## config.mk

```make
export PLATFORM = sky130hd
export DESIGN_NAME = opb_cmd_master
export DESIGN_NICKNAME = d
export VERILOG_FILES = /design/src/rtl/opb_cmd_master.sv
export SDC_FILE = /design/constraint.sdc
export NUM_CORES = 1
export LEC_CHECK = 0
export ABC_AREA = 1
export BUFFER_PORTS_ARGS = -buffer_cell sky130_fd_sc_hd__buf_2
export CORE_AREA = 2 2 106 134
export DETAILED_ROUTE_END_ITERATION = 7
export DIE_AREA = 0 0 108 136
export HOLD_SLACK_MARGIN = 0.03
export PLACE_DENSITY = 0.79
export SYNTH_ARGS = -nofsm -noshare
export SYNTH_HDL_FRONTEND = slang
export SYNTH_SLANG_ARGS = --single-unit
```

## constraint.sdc

```tcl
create_clock -name OPB_CLK -period 6.5 [get_ports OPB_CLK]
set_input_delay 1.625 -clock OPB_CLK [delete_from_list [all_inputs] [get_ports OPB_CLK]]
set_output_delay 1.625 -clock OPB_CLK [all_outputs]
set_load 0.005 [all_outputs]
```

## src/rtl/opb_cmd_master.sv

```systemverilog
// ---------------------------------------------------------------------------
// opb_cmd_master
//
// OPB initiator for the local register segment (bridge controller and the
// pulse/sample/fault registers). It takes one command at a time from a host
// command source and runs it as a single write, a single read, or a
// poll-until-match read loop with a timeout. Read data and a status word are
// returned on a response handshake.
//
// Handshakes: a transfer happens on a rising OPB_CLK edge where valid and
// ready are both high. A producer holds valid and its payload stable until
// that edge. CMD_READY is high only in IDLE and not during reset. RSP_VALID
// is high only in RESP, and RSP_DATA/RSP_STATUS stay stable until the edge
// that samples RSP_READY high. RSP_READY is ignored at all other times.
//
// Ports
//   OPB_CLK, OPB_RST      clock, asynchronous active-high reset
//   CMD_VALID/CMD_READY   command handshake
//   CMD_OP                00 write, 01 read, 10 poll, 11 illegal
//   CMD_ADDR/DATA/MASK    target register, write data or poll value, poll mask
//   RSP_VALID/RSP_READY   response handshake
//   RSP_DATA/RSP_STATUS   read data (0 for write), 00 OK / 01 timeout / 10 illegal
//   M_ADDR/M_WDATA        slave address and write data, held between commands
//   M_WE/M_RE             slave write and read strobes, never high together
//   M_RDATA               slave read data
//   DBG_STATE             current FSM state, for observation only
// ---------------------------------------------------------------------------
module opb_cmd_master #(
    parameter int ADDR_WIDTH   = 4,
    parameter int READ_WAIT    = 1,
    parameter int POLL_GAP     = 16,
    parameter int POLL_TIMEOUT = 1024
) (
    input  logic                  OPB_CLK,
    input  logic                  OPB_RST,
    input  logic                  CMD_VALID,
    output logic                  CMD_READY,
    input  logic [1:0]            CMD_OP,
    input  logic [ADDR_WIDTH-1:0] CMD_ADDR,
    input  logic [31:0]           CMD_DATA,
    input  logic [31:0]           CMD_MASK,
    output logic                  RSP_VALID,
    input  logic                  RSP_READY,
    output logic [31:0]           RSP_DATA,
    output logic [1:0]            RSP_STATUS,
    output logic [ADDR_WIDTH-1:0] M_ADDR,
    output logic [31:0]           M_WDATA,
    output logic                  M_WE,
    output logic                  M_RE,
    input  logic [31:0]           M_RDATA,
    output logic [2:0]            DBG_STATE
);

    localparam logic [2:0] S_IDLE      = 3'd0;
    localparam logic [2:0] S_WRITE     = 3'd1;
    localparam logic [2:0] S_READ      = 3'd2;
    localparam logic [2:0] S_POLL_WAIT = 3'd3;
    localparam logic [2:0] S_RESP      = 3'd4;

    localparam logic [1:0] OP_WRITE = 2'b00;
    localparam logic [1:0] OP_READ  = 2'b01;
    localparam logic [1:0] OP_POLL  = 2'b10;

    localparam logic [1:0] ST_OK      = 2'b00;
    localparam logic [1:0] ST_TIMEOUT = 2'b01;
    localparam logic [1:0] ST_ILLEGAL = 2'b10;

    // Each counter is wide enough to hold its parameter value, so none wraps.
    localparam int RW_W  = $clog2(READ_WAIT + 1);
    localparam int GAP_W = $clog2(POLL_GAP + 1);
    localparam int PT_W  = $clog2(POLL_TIMEOUT + 1);

    localparam logic [RW_W-1:0]  RW_LAST  = RW_W'(READ_WAIT - 1);
    localparam logic [GAP_W-1:0] GAP_LAST = GAP_W'(POLL_GAP - 1);
    localparam logic [PT_W-1:0]  PT_MAX   = PT_W'(POLL_TIMEOUT);

    logic [2:0]            r_state;
    logic [1:0]            r_op;
    logic [31:0]           r_data;
    logic [31:0]           r_mask;
    logic [ADDR_WIDTH-1:0] r_addr;
    logic [31:0]           r_wdata;
    logic [31:0]           r_rsp_data;
    logic [1:0]            r_rsp_status;
    logic [RW_W-1:0]       r_rd_cnt;
    logic [GAP_W-1:0]      r_gap_cnt;
    logic [PT_W-1:0]       r_poll_cnt;

    logic                  w_match;
    logic [PT_W-1:0]       w_poll_inc;

    // Only the masked bits take part in the compare; a zero mask always matches.
    assign w_match    = ((M_RDATA ^ r_data) & r_mask) == 32'h0;
    // r_poll_cnt stays below POLL_TIMEOUT while a read is in flight, so the
    // increment cannot overflow.
    assign w_poll_inc = r_poll_cnt + 1'b1;

    // Strobes decode straight from the state register: reset forces IDLE
    // asynchronously, so M_WE/M_RE drop the moment OPB_RST rises.
    assign CMD_READY  = (r_state == S_IDLE) && !OPB_RST;
    assign RSP_VALID  = (r_state == S_RESP);
    assign M_WE       = (r_state == S_WRITE);
    assign M_RE       = (r_state == S_READ);
    assign M_ADDR     = r_addr;
    assign M_WDATA    = r_wdata;
    assign RSP_DATA   = r_rsp_data;
    assign RSP_STATUS = r_rsp_status;
    assign DBG_STATE  = r_state;

    always_ff @(posedge OPB_CLK or posedge OPB_RST) begin
        if (OPB_RST) begin
            r_state      <= S_IDLE;
            r_op         <= 2'b00;
            r_data       <= 32'h0;
            r_mask       <= 32'h0;
            r_addr       <= '0;
            r_wdata      <= 32'h0;
            r_rsp_data   <= 32'h0;
            r_rsp_status <= ST_OK;
            r_rd_cnt     <= '0;
            r_gap_cnt    <= '0;
            r_poll_cnt   <= '0;
        end else begin
            case (r_state)
                S_IDLE: begin
                    // CMD_READY is always high here once out of reset.
                    if (CMD_VALID) begin
                        r_op   <= CMD_OP;
                        r_data <= CMD_DATA;
                        r_mask <= CMD_MASK;
                        r_addr <= CMD_ADDR;
                        case (CMD_OP)
                            OP_WRITE: begin
                                r_wdata <= CMD_DATA;
                                r_state <= S_WRITE;
                            end
                            OP_READ, OP_POLL: begin
                                r_rd_cnt   <= '0;
                                r_poll_cnt <= '0;
                                r_state    <= S_READ;
                            end
                            default: begin
                                r_rsp_data   <= 32'h0;
                                r_rsp_status <= ST_ILLEGAL;
                                r_state      <= S_RESP;
                            end
                        endcase
                    end
                end

                S_WRITE: begin
                    r_rsp_data   <= 32'h0;
                    r_rsp_status <= ST_OK;
                    r_state      <= S_RESP;
                end

                S_READ: begin
                    if (r_rd_cnt == RW_LAST) begin
                        // Edge ending the last M_RE cycle: slave data is valid.
                        r_rsp_data <= M_RDATA;
                        r_rd_cnt   <= '0;
                        if (r_op != OP_POLL) begin
                            r_rsp_status <= ST_OK;
                            r_state      <= S_RESP;
                        end else begin
                            r_poll_cnt <= w_poll_inc;
                            if (w_match) begin
                                r_rsp_status <= ST_OK;
                                r_state      <= S_RESP;
                            end else if (w_poll_inc == PT_MAX) begin
                                r_rsp_status <= ST_TIMEOUT;
                                r_state      <= S_RESP;
                            end else begin
                                r_gap_cnt <= '0;
                                r_state   <= S_POLL_WAIT;
                            end
                        end
                    end else begin
                        r_rd_cnt <= r_rd_cnt + 1'b1;
                    end
                end

                S_POLL_WAIT: begin
                    if (r_gap_cnt == GAP_LAST) begin
                        r_gap_cnt <= '0;
                        r_rd_cnt  <= '0;
                        r_state   <= S_READ;
                    end else begin
                        r_gap_cnt <= r_gap_cnt + 1'b1;
                    end
                end

                S_RESP: begin
                    if (RSP_READY) begin
                        r_state <= S_IDLE;
                    end
                end

                default: begin
                    r_state <= S_IDLE;
                end
            endcase
        end
    end

endmodule

```

==> impl_metrics.csv <==
group,metric,value,unit
min_path,min-delay-path-class,"reg2reg",
sta,worst_pin_slew,1008,ps
cts,post_cts.repair.setup_buffers,0,
floorplan,floorplan.die_area,14690,µm²
sta,fin_crit_sh,55.11,%
floorplan,initial_utilization,51.65,%
cts,hold_buffers,0,
cts,worstSkewPairLatency,410,ps
grt,track_usage,23.70,%
sta,grt_setup_unrepaired,"no",
synthesis,syn-mean-instance-area,9.872,µm²
grt,grt_pass1_wl,26.74,mm
synthesis,synth_top_cell_by_area,"dfrtp_1",
critical_path,cp.required,4880,ps
cts,cts.clk_slew.worst_paths,50,ps
cts,clock_tree_from_tritoncts,"built",
pwr,static-leakage-power,4.445,nW
synthesis,synth-seq-cells,155,
synthesis,count_of_yosys_warnings_during_synthesis,0,
cts,max-clock-path-buffers,2,
final_layout,layout-area-overhead-vs-synth,22.61,%
floorplan,boundaryPins,183,
sta,final-max-slew-violation-count,0,
sta,hold_viol,0,
floorplan,floorplan.rows,48,
placement,gp_congestion,0.8836,
drt,dr.pass1.iters,4,
cts,cts_root_buffer,"clkbuf_16",
placement,placement.setup.worst_slack,2917,ps
drt,vias,5544,
drt,drt_iter0_markers,234,
sta,worst_slew_margin_relative_to_its_limit,32.63,%
cts,tritoncts_num_sinks,155,
critical_path,crit_path_capture_type,"primary output",
final_layout,antenna-diode-count,0,
synthesis,synth_top_cells_by_area,"dfrtp_1 (56%), mux2_2 (11%), nand2_1 (7.8%)",
drt,drtAntennaViolNets,0,
synthesis,yosys_most_used_dff,"dfrtp_1",
final_layout,drive_gt1_share,34.82,%
drt,finalWirelength,16.83,mm
final_layout,final_common_cell,"buf_2",
flow_run,maxcap_viol_count,0,
pwr,power.density_cell_area,471.5,nW/µm²
sta,worst_clock_skew,7.585,ps
critical_path,worstPathArrival,1960,ps
sta,setup-violations-final,0,
drt,drc,0,
grt,first_global_vias,5601,
cts,cts-buffers-inserted,17,
cts,clock_tree.htree_level_count,4,
critical_path,element_type_at_the_critical_path_start,"input port",
sta,timing.final.crit_period,3582,ps
sta,tns,0,ps
synthesis,syn-num-nets,818,
drt,via_per_inst,5.162,
synthesis,synth_sequential_area_ratio,55.58,%
placement,io_buffer_count,182,
synthesis,post_synth_inst_count,707,
final_layout,sequential_area,3879,µm²
synthesis,synth_area,6979,µm²
cts,cts_resized,0,
grt,grt_antenna_before_repair,1,
critical_path,max_fanout_on_critical_path,2,
pwr,total_power_consumption,4.035,mW
critical_path,criticalPathCategory,"in2out",
synthesis,synth_top_area_share,55.58,%
sta,fmaxAchievable,0.2792,GHz
final_layout,final_cell_mix,"buf_2 (182), dfrtp_1 (155), nand2_1 (145)",
final_layout,fillCellCount,1142,
floorplan,die_w,108,µm
floorplan,chipHeight,136,µm
synthesis,synth.lib_cells_used.distinct,33,
grt,grt_max_degree,107,
placement,final_hpwl_dp,12.02,mm
sta,setup_ws,2918,ps
synthesis,synth_enable_flop_cells,0,
final_layout,multiInputGateArea,2665,µm²
drt,drt-wirelength-per-cell,15.67,µm
synthesis,synth_async_sr_flop_share,100.0,%
status,status,"finished clean",
final_layout,layout.nets,998,
pwr,worst_vdd_ir,248.3,µV
grt,globalRouteOverflowTotal,0,
floorplan,floorplan.core_area,13510,µm²
==> report_power, final <==
group / switching (mW) / leakage (nW) / internal, mW
Combinational: 0.785 / 2.27 / 0.631
Clock: 0.385 / 0.283 / 0.585
Sequential: 0.239 / 1.89 / 1.41
==> cell type report <==
cell class | instances | area share (%)
Sequential cell | 155 | 45.33
Multi-Input combinational cell | 453 | 31.14
Timing Repair Buffer | 184 | 10.82
Clock buffer | 21 | 5.381
Inverter | 76 | 3.392
Tap cell | 175 | 2.559
Clock inverter | 10 | 1.374
==> registers in the layout, indices dropped and copies added (netlist names) <==
name	flops
DBG_STATE	3
M_ADDR	4
M_WDATA	32
RSP_DATA	32
RSP_STATUS	2
r_data	32
r_gap_cnt	5
r_mask	32
r_op	2
r_poll_cnt	11
==> synthesized netlist by cell type, types with 2 or more instances <==
master and count:
a21oi_1 27, buf_2 11, buf_6 7, clkbuf_1 3, dfrtp_1 155, ha_1 5
inv_1 71, inv_2 5, mux2_1 8, mux2_2 68, nand2_1 145, nand2_2 3
nand2_4 3, nand3_1 43, nand3_2 2, nand4_1 4, nor2_1 49, nor3_1 3
o21ai_0 44, o21ai_1 27, o21ai_2 3, o22ai_1 4, or2_2 7
==> worst max-delay path, stage by stage <==
cell and delay (ps):
buf_2 130, nor2_1 90, buf_2 110
==> layer usage <==
metal | wire [µm] | track usage (%)
met1 | 6577 | 27.03
met4 | 558 | 10.68
met3 | 896 | 6.184
met5 | 9 | 0
met2 | 8783 | 41.51
==> metrics by stage <==
step / instances / hold slack (ps) / cell area (µm²) / util (%)
floorplan: 707 / 453.0 / 6979 / -
global placement: 1043 / 463.2 / 7979 / 59.05
detailed placement: 1043 / 473.9 / 7979 / 59.05
CTS: 1074 / 487.7 / 8557 / 63.32
global route: 1074 / 507.5 / 8557 / 63.32
finish: 1074 / 484.0 / 8557 / 63.32
==> kinds of logic after synthesis <==
group,synth area share [%]
buf+inv,6.346
compound gates,8.247
flops,55.58
fa+ha+maj,0.8964
mux,12.26
simple gates,16.67
==> worst paths after layout <==
path                            slack (ps)       endpoint    startpoint  cells past startpoint
min in group asynchronous             1440   DBG_STATE[0]       OPB_RST                      2
worst max-delay path                  2920      CMD_READY       OPB_RST                      3
worst max register to register        3900  RSP_STATUS[0]  DBG_STATE[2]                      9
worst min-delay path                   480    M_WDATA[15]   M_WDATA[15]                      1
max in group asynchronous             3860      r_data[3]       OPB_RST                      3
worst min register to register         480    M_WDATA[15]   M_WDATA[15]                      1
Note: power is estimated with default switching activity, not from simulation.
